## src/rtl/scr_frame_ctrl.sv

```systemverilog
// scr_frame_ctrl: frame sequencer in front of a serial additive scrambler.
// Each frame is sent as an unscrambled sync word, then the raw header bits,
// then payload bits routed through the external scrambler. Oversize payloads
// are drained without output. Every frame ends with a fixed idle gap.
`timescale 1ns/1ps
module scr_frame_ctrl #(
  parameter int                  SYNC_LEN = 8,
  parameter logic [SYNC_LEN-1:0] SYNC_PAT = 8'hB8,
  parameter int                  HDR_LEN  = 4,
  parameter int                  MAX_PLD  = 64,
  parameter int                  GAP_LEN  = 2,
  parameter int                  SEED_W   = 7
) (
  input  logic              clk,
  input  logic              rst,
  input  logic [SEED_W-1:0] cfg_seed,
  input  logic              abort,
  input  logic              in_valid,
  output logic              in_ready,
  input  logic              in_bit,
  input  logic              in_last,
  output logic              scr_bit,
  output logic              scr_en,
  output logic              scr_load,
  output logic [SEED_W-1:0] scr_seed,
  input  logic              scr_out,
  output logic              out_bit,
  output logic              out_valid,
  output logic              out_sof,
  output logic              busy,
  output logic [7:0]        frame_cnt,
  output logic              hdr_err,
  output logic              len_err
);

  localparam int SC_W = (SYNC_LEN > 1) ? $clog2(SYNC_LEN) : 1;
  localparam int HC_W = (HDR_LEN > 1) ? $clog2(HDR_LEN) : 1;
  localparam int PC_W = $clog2(MAX_PLD + 1);
  localparam int GC_W = (GAP_LEN > 1) ? $clog2(GAP_LEN) : 1;

  localparam logic [SC_W-1:0] SYNC_LAST = SC_W'(SYNC_LEN - 1);
  localparam logic [HC_W-1:0] HDR_LAST  = HC_W'(HDR_LEN - 1);
  localparam logic [PC_W-1:0] PLD_LAST  = PC_W'(MAX_PLD - 1);
  localparam logic [GC_W-1:0] GAP_LAST  = GC_W'(GAP_LEN - 1);

  typedef enum logic [2:0] {
    S_IDLE,
    S_LOAD,
    S_SYNC,
    S_HDR,
    S_PLD,
    S_DRAIN,
    S_GAP
  } state_t;

  state_t            state_reg;
  logic [SC_W-1:0]   sync_cnt_reg;
  logic [HC_W-1:0]   hdr_cnt_reg;
  logic [PC_W-1:0]   pld_cnt_reg;
  logic [GC_W-1:0]   gap_cnt_reg;
  logic              scr_load_reg;
  logic [SEED_W-1:0] scr_seed_reg;
  logic              out_bit_reg;
  logic              out_valid_reg;
  logic              out_sof_reg;
  logic [7:0]        frame_cnt_reg;
  logic              hdr_err_reg;
  logic              len_err_reg;

  logic in_frame;
  logic accept;
  logic abort_hit;
  logic enter_gap;
  logic sync_bit;

  // States in which upstream bits may be consumed
  assign in_frame  = (state_reg == S_HDR) || (state_reg == S_PLD) || (state_reg == S_DRAIN);
  // Abort blocks acceptance in the same cycle so the bit stays upstream
  assign in_ready  = in_frame && !abort;
  assign accept    = in_valid && in_ready;
  assign abort_hit = abort && (in_frame || (state_reg == S_LOAD) || (state_reg == S_SYNC));
  // Either an abort or an accepted last bit closes the frame
  assign enter_gap = abort_hit || (accept && in_last);

  // The scrambler only advances on accepted payload bits
  assign scr_bit = in_bit;
  assign scr_en  = accept && (state_reg == S_PLD);
  assign busy    = (state_reg != S_IDLE);

  // Sync word goes out MSB first
  assign sync_bit = SYNC_PAT[SYNC_LAST - sync_cnt_reg];

  assign scr_load  = scr_load_reg;
  assign scr_seed  = scr_seed_reg;
  assign out_bit   = out_bit_reg;
  assign out_valid = out_valid_reg;
  assign out_sof   = out_sof_reg;
  assign frame_cnt = frame_cnt_reg;
  assign hdr_err   = hdr_err_reg;
  assign len_err   = len_err_reg;

  // Frame state machine with its counters and registered line/status outputs
  always_ff @(posedge clk or negedge rst) begin
    if (!rst) begin
      state_reg     <= S_IDLE;
      sync_cnt_reg  <= '0;
      hdr_cnt_reg   <= '0;
      pld_cnt_reg   <= '0;
      gap_cnt_reg   <= '0;
      scr_load_reg  <= 1'b0;
      scr_seed_reg  <= '0;
      out_bit_reg   <= 1'b0;
      out_valid_reg <= 1'b0;
      out_sof_reg   <= 1'b0;
      frame_cnt_reg <= 8'd0;
      hdr_err_reg   <= 1'b0;
      len_err_reg   <= 1'b0;
    end else begin
      // Pulses and line-valid default low; each state raises what it needs
      scr_load_reg  <= 1'b0;
      out_valid_reg <= 1'b0;
      out_sof_reg   <= 1'b0;
      hdr_err_reg   <= 1'b0;
      len_err_reg   <= 1'b0;

      case (state_reg)
        S_IDLE: begin
          // Start without consuming: the pending bit is taken later in HDR
          if (in_valid) begin
            state_reg    <= S_LOAD;
            scr_load_reg <= 1'b1;
            scr_seed_reg <= cfg_seed;
          end
        end
        S_LOAD: begin
          pld_cnt_reg  <= '0;
          sync_cnt_reg <= '0;
          state_reg    <= S_SYNC;
        end
        S_SYNC: begin
          if (!abort) begin
            out_valid_reg <= 1'b1;
            out_bit_reg   <= sync_bit;
            out_sof_reg   <= (sync_cnt_reg == '0);
            if (sync_cnt_reg == SYNC_LAST) begin
              hdr_cnt_reg <= '0;
              state_reg   <= S_HDR;
            end else begin
              sync_cnt_reg <= sync_cnt_reg + 1'b1;
            end
          end
        end
        S_HDR: begin
          if (accept) begin
            out_valid_reg <= 1'b1;
            out_bit_reg   <= in_bit;
            if (in_last) begin
              hdr_err_reg <= 1'b1;
            end else if (hdr_cnt_reg == HDR_LAST) begin
              state_reg <= S_PLD;
            end else begin
              hdr_cnt_reg <= hdr_cnt_reg + 1'b1;
            end
          end
        end
        S_PLD: begin
          if (accept) begin
            out_valid_reg <= 1'b1;
            out_bit_reg   <= scr_out;
            pld_cnt_reg   <= pld_cnt_reg + 1'b1;
            // A last bit landing exactly on the limit is a normal end
            if (!in_last && (pld_cnt_reg == PLD_LAST)) begin
              len_err_reg <= 1'b1;
              state_reg   <= S_DRAIN;
            end
          end
        end
        S_DRAIN: begin
          // Accepted bits are dropped; the exit is handled by enter_gap
        end
        S_GAP: begin
          if (gap_cnt_reg == GAP_LAST) begin
            state_reg <= S_IDLE;
          end else begin
            gap_cnt_reg <= gap_cnt_reg + 1'b1;
          end
        end
        default: begin
          state_reg <= S_IDLE;
        end
      endcase

      // Frame closure overrides the per-state transition
      if (enter_gap) begin
        state_reg     <= S_GAP;
        gap_cnt_reg   <= '0;
        frame_cnt_reg <= frame_cnt_reg + 8'd1;
      end
    end
  end

endmodule

```

## config.mk

```make
export PLATFORM = sky130hd
export DESIGN_NAME = scr_frame_ctrl
export DESIGN_NICKNAME = d
export VERILOG_FILES = /design/src/rtl/scr_frame_ctrl.sv
export SDC_FILE = /design/constraint.sdc
export NUM_CORES = 1
export LEC_CHECK = 0
export ABC_AREA = 1
export BUFFER_PORTS_ARGS = -buffer_cell sky130_fd_sc_hd__buf_2
export CORE_MARGIN = 2
export CORE_UTILIZATION = 55
export CTS_CLUSTER_DIAMETER = 150
export DETAILED_ROUTE_END_ITERATION = 6
export MAX_ROUTING_LAYER = met4
export PLACE_DENSITY = 0.9
export SLEW_MARGIN = 10
export SYNTH_ARGS = -nofsm -noshare
export SYNTH_HDL_FRONTEND = slang
export SYNTH_SLANG_ARGS = --single-unit
```

## constraint.sdc

```tcl
create_clock -name clk -period 2 [get_ports clk]
set_input_delay 0.2 -clock clk [delete_from_list [all_inputs] [get_ports clk]]
set_output_delay 0.2 -clock clk [all_outputs]
set_load 0.1 [all_outputs]
```

== Word-level counts from Yosys, hierarchy flattened ==
Memories as Yosys holds them, arrays and structs flattened.
Index checks and enable logic that the tools add are counted.
Storage, ports and cells
  memory bits (read-only): 8
  input port bits: 14
  flip-flop bits (word level): 37
  logic and storage cells: 118
  output and inout bits: 25
  memories: 1
Cells by class
  add/subtract/negate cells: 6
  reductions and logical operators: 28
  $lt $le $gt $ge: 1
  equal/unequal tests: 26
  muxes and demuxes: 43
Memories
  (no name shown): words 8, width 1, read ports 1, clocked after memory_dff 0, wr ports 0, line 91  | assign sync_bit = SYNC_PAT[SYNC_LAST - sync_cnt_reg];
Operators with widths (number)
  3-bit two-way mux: 12
  3-bit one-hot mux with 7 select lines: 1
  1-bit two-way mux: 19
  3-bit != test, second input constant: 6
  2-bit != test, second input constant: 7
  7-bit one-hot mux with 2 select lines: 1
  3-bit == test, second input constant: 4
  2-bit two-way mux: 5
  10-bit AND reduction: 1
  3-bit by 2-bit != test with 1-bit output, second input constant: 3
  8-bit by 1-bit adder with 8-bit output, second input constant: 1
  2-bit nonzero test: 4
  7-bit by 1-bit adder with 7-bit output, second input constant: 1
  7-bit by 6-bit == test with 1-bit output, second input constant: 1
  7-bit two-way mux: 1
  3-bit by 2-bit == test with 1-bit output, second input constant: 2
  1-bit logical AND: 6
  3-bit zero test: 2
  3-bit one-hot mux with 2 select lines: 1
  6-bit AND reduction: 1
  3-bit nonzero test: 2
  1-bit logical OR: 5
  3-bit by 4-bit less-than comparator with 1-bit output, second input constant: 1
  2-bit one-hot mux with 2 select lines: 1
  other kinds (14): 16

== Longest topological paths before layout ==
  depth in word-level cells: 9
  gate-level depth with buffers: 11
  depth with buffers taken out: 11

== Least setup slack after synthesis ==
No wires, ideal clock.
  path type: flip-flop to flip-flop
  start point: reg state_reg[0]
  end point: reg pld_cnt_reg[4]
  slack: 0.007 ns
  library setup time: 0.121 ns
  required time: 1.879 ns
  buffers on the path: 1
  cell stages (with the launch flop): 10
  clock period less this slack: 1.993 ns
  data arrival time: 1.872 ns
  cells stage by stage: dfrtp_1 > buf_6 > nor2_2 > nand2_2 > inv_2 > nand4_2 > inv_1 > nand3_1 > nand2_1 > nor2_1
Between the ends
  cells in the longest elaborated chain, start to end: 7
  elaborated cells on any way between the ends: 12
  those cells by class: eq/ne (5); mux (1); reduce/logical (6)
Ends and longest elaborated chain
  start: declaration: line 56  | state_t state_reg;
  start signal: assignment: line 105  | state_reg <= S_IDLE;
  start signal: assignment: line 130  | state_reg <= S_LOAD;
  start signal: assignment: line 138  | state_reg <= S_SYNC;
  3-bit by 2-bit == test with 1-bit output or 3-bit == test (tied branches): line 77, 126
  1-bit logical OR (2 in series): line 77  | assign in_frame = (state_reg == S_HDR) || (state_reg == S_PLD) || (state_reg == S_DRAIN);
  1-bit logical AND: line 79  | assign in_ready = in_frame && !abort;
  1-bit logical AND: line 80  | assign accept = in_valid && in_ready;
  2-bit != test (no source line)
  2-bit AND reduction (no source line)
  end signal: assignment: line 170  | pld_cnt_reg <= pld_cnt_reg + 1'b1;
  end: declaration: line 59  | logic [PC_W-1:0] pld_cnt_reg;
Several ways; a longest one is shown, not always the timed one.
A chain may end at the register's enable or synchronous reset.

== Worst setup path after layout ==
  start point: reg state_reg[0]
  end point: out scr_en
Between the ends
  cells in the longest elaborated chain, start to end: 6
  elaborated cells on any way between the ends: 8
  those cells by class: eq/ne (3); reduce/logical (5)
Ends and longest elaborated chain
  3-bit by 2-bit == test with 1-bit output or 3-bit == test (tied branches): line 77, 87
  1-bit logical OR (2 in series): line 77
  1-bit logical AND: line 79
  1-bit logical AND: line 80
  1-bit logical AND *: line 87  | assign scr_en = accept && (state_reg == S_PLD);
  end: declaration: line 23  | output logic scr_en,
Every way passes the cells marked *; elsewhere a longest branch is shown, timed or not.

==> out/results.md <==
| Result | Value |
|---|---|
| H-tree depth | 2 |
| Port bufs | 38 |
| Path depth of the worst reg2reg path | 10 |
| Post-place instance area | 0.002280 mm² |
| Run status | finished, violations left |
| Half-perimeter wire length after placement | 3050 µm |
| Initial core utilization | 56.49% |
| Number of endpoints failing setup at the final stage | 0 |
| CTS Buf Count | 5 |
| Fin nets | 317 |
| Count of state elements after synthesis | 37 |
| Antenna diodes | 0 |
| Net count after synthesis | 274 |
| Top library cells by usage in the layout, fill and taps aside | 78 x sky130_fd_sc_hd__nand2_1, 36 x sky130_fd_sc_hd__dfrtp_1, 36 x sky130_fd_sc_hd__buf_2, 32 x sky130_fd_sc_hd__inv_1, 18 x sky130_fd_sc_hd__nor2_1 |
| TritonCTS clock tree | yes |
| Avg Synthesized Cell Area | 8.020 µm² |
| Cell types occupying the most area after synthesis | sky130_fd_sc_hd__dfrtp_1 45%, sky130_fd_sc_hd__nand2_1 14%, sky130_fd_sc_hd__inv_1 6.1% |
| Final std cell area, no fill | 0.002404 mm² |
| Simple-gate share of the synthesized area | 32.13% |
| Sequential element share of the synthesized area | 45.45% |
| Fraction of synthesized cell area in xor and xnor cells | 3.010% |
| Post-route fraction of the period consumed by the critical path | 95.10% |
| Wire length of the first global-routing pass | 6893 µm |
| Placer congestion estimate | 0.9160 |
| Slew at the pin with the worst max-slew slack | 0.7895 ns |
| Pre-CTS setup slack | 0.2588 ns |
| CTS Root Cell | sky130_fd_sc_hd__clkbuf_8 |
| Horizontal die dimension | 64.86 µm |
| Wire per inst | 11.96 µm |
| Distinct cell type count of the synthesized netlist | 27 |
| Total grt overflow | 0 |
| Unrepaired setup endpoints after global routing | no |
| Number of placement rows | 22 |
| Via count of the first global-routing pass | 1629 |
| Overall global routing resource usage | 22.24% |
| Yosys top cell by area | sky130_fd_sc_hd__dfrtp_1 |
| Fraction of synthesized area in multiplexers | 0% |
| Portion of synthesized cell area occupied by the leading cell type | 45.45% |
| Headroom to the max-slew limit | 47.37% |
| Worst reg2reg setup slack | 0.20 ns |
| First-pass DRT Iterations | 4 |
| Area fraction in compound gates after synthesis | 7.248% |
| Remaining antenna violation count after routing | 0 |
| CTS sink count | 37 |
| Worst Setup Start Kind | flop |
| Final Hold Violating Endpoints | 37 |
| Pin count of the biggest net entering global routing | 38 |
| Area added between synthesis and finish | 18.00% |
| Max FO, Critical Path | 9 |
| Die area | 0.004206 mm² |
| Iter 0 DRT Violations | 98 |
| Wirelength, routed | 4137 µm |
| Total core area | 0.003606 mm² |
| IO Pins | 39 |
| Post-CTS setup buffers | 0 |
| Fraction of the core area covered by cells at the end of the flow | 66.66% |
| Syn. warnings | 0 |
| Startpoint of the worst register-to-register path | state_reg[2] |
| CP Data Arrival Time | 1.70 ns |
| Worst hold slack | -0.01703 ns |
| Overall via count from detail_route | 1790 |
| Count of maximum capacitance violations | 0 |
| Flip-flop count of the largest register after layout | 8 |
| Number of buffers on the longest clock path | 2 |
| Sort of element at the end of the critical path | output port |
| Aggregate negative setup slack | 0 ns |
| Layout cells sized above 1 | 26.51% |
| Antenna violations before repair | 0 |
| Destination of the worst register-to-register timing path | state_reg[2] |
| Overall die height | 64.86 µm |
| Data required time of the worst path | 1.80 ns |
| Combinational family with the most area after synthesis | simple AND/OR/NAND/NOR gates |
| Max Clk Rate | 525.8 MHz |
| Final Critical Period | 1.902 ns |
| Fin worst setup slack | 0.09804 ns |
| Via/cell ratio | 5.173 |
| Final worst clock skew | 0.003770 ns |
| Gate Count Post-Synth | 254 |
| Failing checks | hold timing |
| Post-Syn Area | 0.002037 mm² |
| Clock-pin slew reported for the worst setup and hold paths after clock tree synthesis | 0.07 ns |
| Adder-Cell Fraction of Synth Area | 3.686% |
| Kind of critical path | flop to output port |
| Final Slew Violations | 0 |
| Number of remaining DRC errors | 0 |
| Type of the worst min-delay path | input pin to async pin |
| Most common cell after layout, fill and taps aside | sky130_fd_sc_hd__nand2_1 |
| Latest clock arrival within the worst-skew pair | 0.30 ns |
[cells in the mapped netlist]
| cell type | n |
|---|---|
| sky130_fd_sc_hd__o21ai_2 | 4 |
| sky130_fd_sc_hd__nand3_2 | 2 |
| sky130_fd_sc_hd__ha_1 | 6 |
| sky130_fd_sc_hd__nand3_1 | 17 |
| sky130_fd_sc_hd__nand4_2 | 2 |
| sky130_fd_sc_hd__nand3b_2 | 1 |
| sky130_fd_sc_hd__nor3_1 | 1 |
| sky130_fd_sc_hd__o21ai_0 | 13 |
| sky130_fd_sc_hd__xnor2_1 | 1 |
| sky130_fd_sc_hd__o211ai_1 | 1 |
| sky130_fd_sc_hd__inv_2 | 5 |
| sky130_fd_sc_hd__xor2_1 | 6 |
| sky130_fd_sc_hd__nor4_1 | 1 |
| sky130_fd_sc_hd__nand3_4 | 2 |
| sky130_fd_sc_hd__a21boi_2 | 1 |
| sky130_fd_sc_hd__inv_1 | 33 |
| sky130_fd_sc_hd__a21oi_1 | 3 |
| sky130_fd_sc_hd__o21ai_1 | 1 |
| sky130_fd_sc_hd__o2111ai_1 | 1 |
| sky130_fd_sc_hd__nand4_1 | 4 |
| sky130_fd_sc_hd__buf_4 | 1 |
| sky130_fd_sc_hd__nor2_1 | 18 |
| sky130_fd_sc_hd__buf_6 | 2 |
| sky130_fd_sc_hd__nand2_2 | 9 |
| sky130_fd_sc_hd__nor2_2 | 4 |
| sky130_fd_sc_hd__dfrtp_1 | 37 |
| sky130_fd_sc_hd__nand2_1 | 78 |
[final cells by class]
type / count / area (µm²)
Fill cell: 283 / 1202
Clock buffer: 6 / 82.58
Multi-Input combinational cell: 176 / 938.4
Sequential cell: 37 / 927.1
Timing Repair Buffer: 39 / 215.2
Inverter: 38 / 142.6
Clock inverter: 2 / 37.54
Tap cell: 48 / 60.06
[through the flow]
step,hold slack [ns],cells
after detailed placement,0.3358,338
after CTS,0.01221,346
after global routing,0.04690,346
final,-0.01703,346
after global placement,0.3308,338
after floorplan,-0.09559,254
[critical path, stage by stage, from the launching register on]
cell	delay (ns)
sky130_fd_sc_hd__dfrtp_2	0.49
sky130_fd_sc_hd__nor2_2	0.16
sky130_fd_sc_hd__nand2_2	0.12
sky130_fd_sc_hd__inv_2	0.12
sky130_fd_sc_hd__nand4_2	0.19
sky130_fd_sc_hd__inv_2	0.14
sky130_fd_sc_hd__buf_12	0.18
[logic make-up after synthesis]
kind of cell	count (synthesis)
buf+inv	41
simple gates	139
xor+xnor	7
flops	37
compound gates	24
fa+ha+maj	6
[layer usage]
| layer | up-vias | wire (µm) | global-route usage [%] |
|---|---|---|---|
| li1 | 885 | - | - |
| met1 | 842 | 1880 | 25.45 |
| met2 | 52 | 1938 | 36.34 |
| met3 | 11 | 212 | 5.903 |
| met4 | 0 | 107 | 10.64 |
| met5 | - | 0 | - |
[how the worst max path moves through the flow]
stage,startpoint,endpoint,slack [ns],cells past startpoint
5_1_grt,state_reg[0],scr_en,0.01,6
3_3_place_gp,state_reg[0],frame_cnt[5],0.30,7
4_1_cts,state_reg[0],scr_en,0.01,6
2_1_floorplan,state_reg[0],pld_cnt_reg[4],0.007,9
6_report,state_reg[0],scr_en,0.1,6
3_5_place_dp,state_reg[0],frame_cnt[5],0.26,7
[repair_timing]
action	CTS	global route
endpoints found under the setup margin	0	2
resized for setup	0	3
hold buffers	0	0
Power is not shown: default switching activity piles up to over one toggle a cycle in this logic, so the estimate is an artifact.
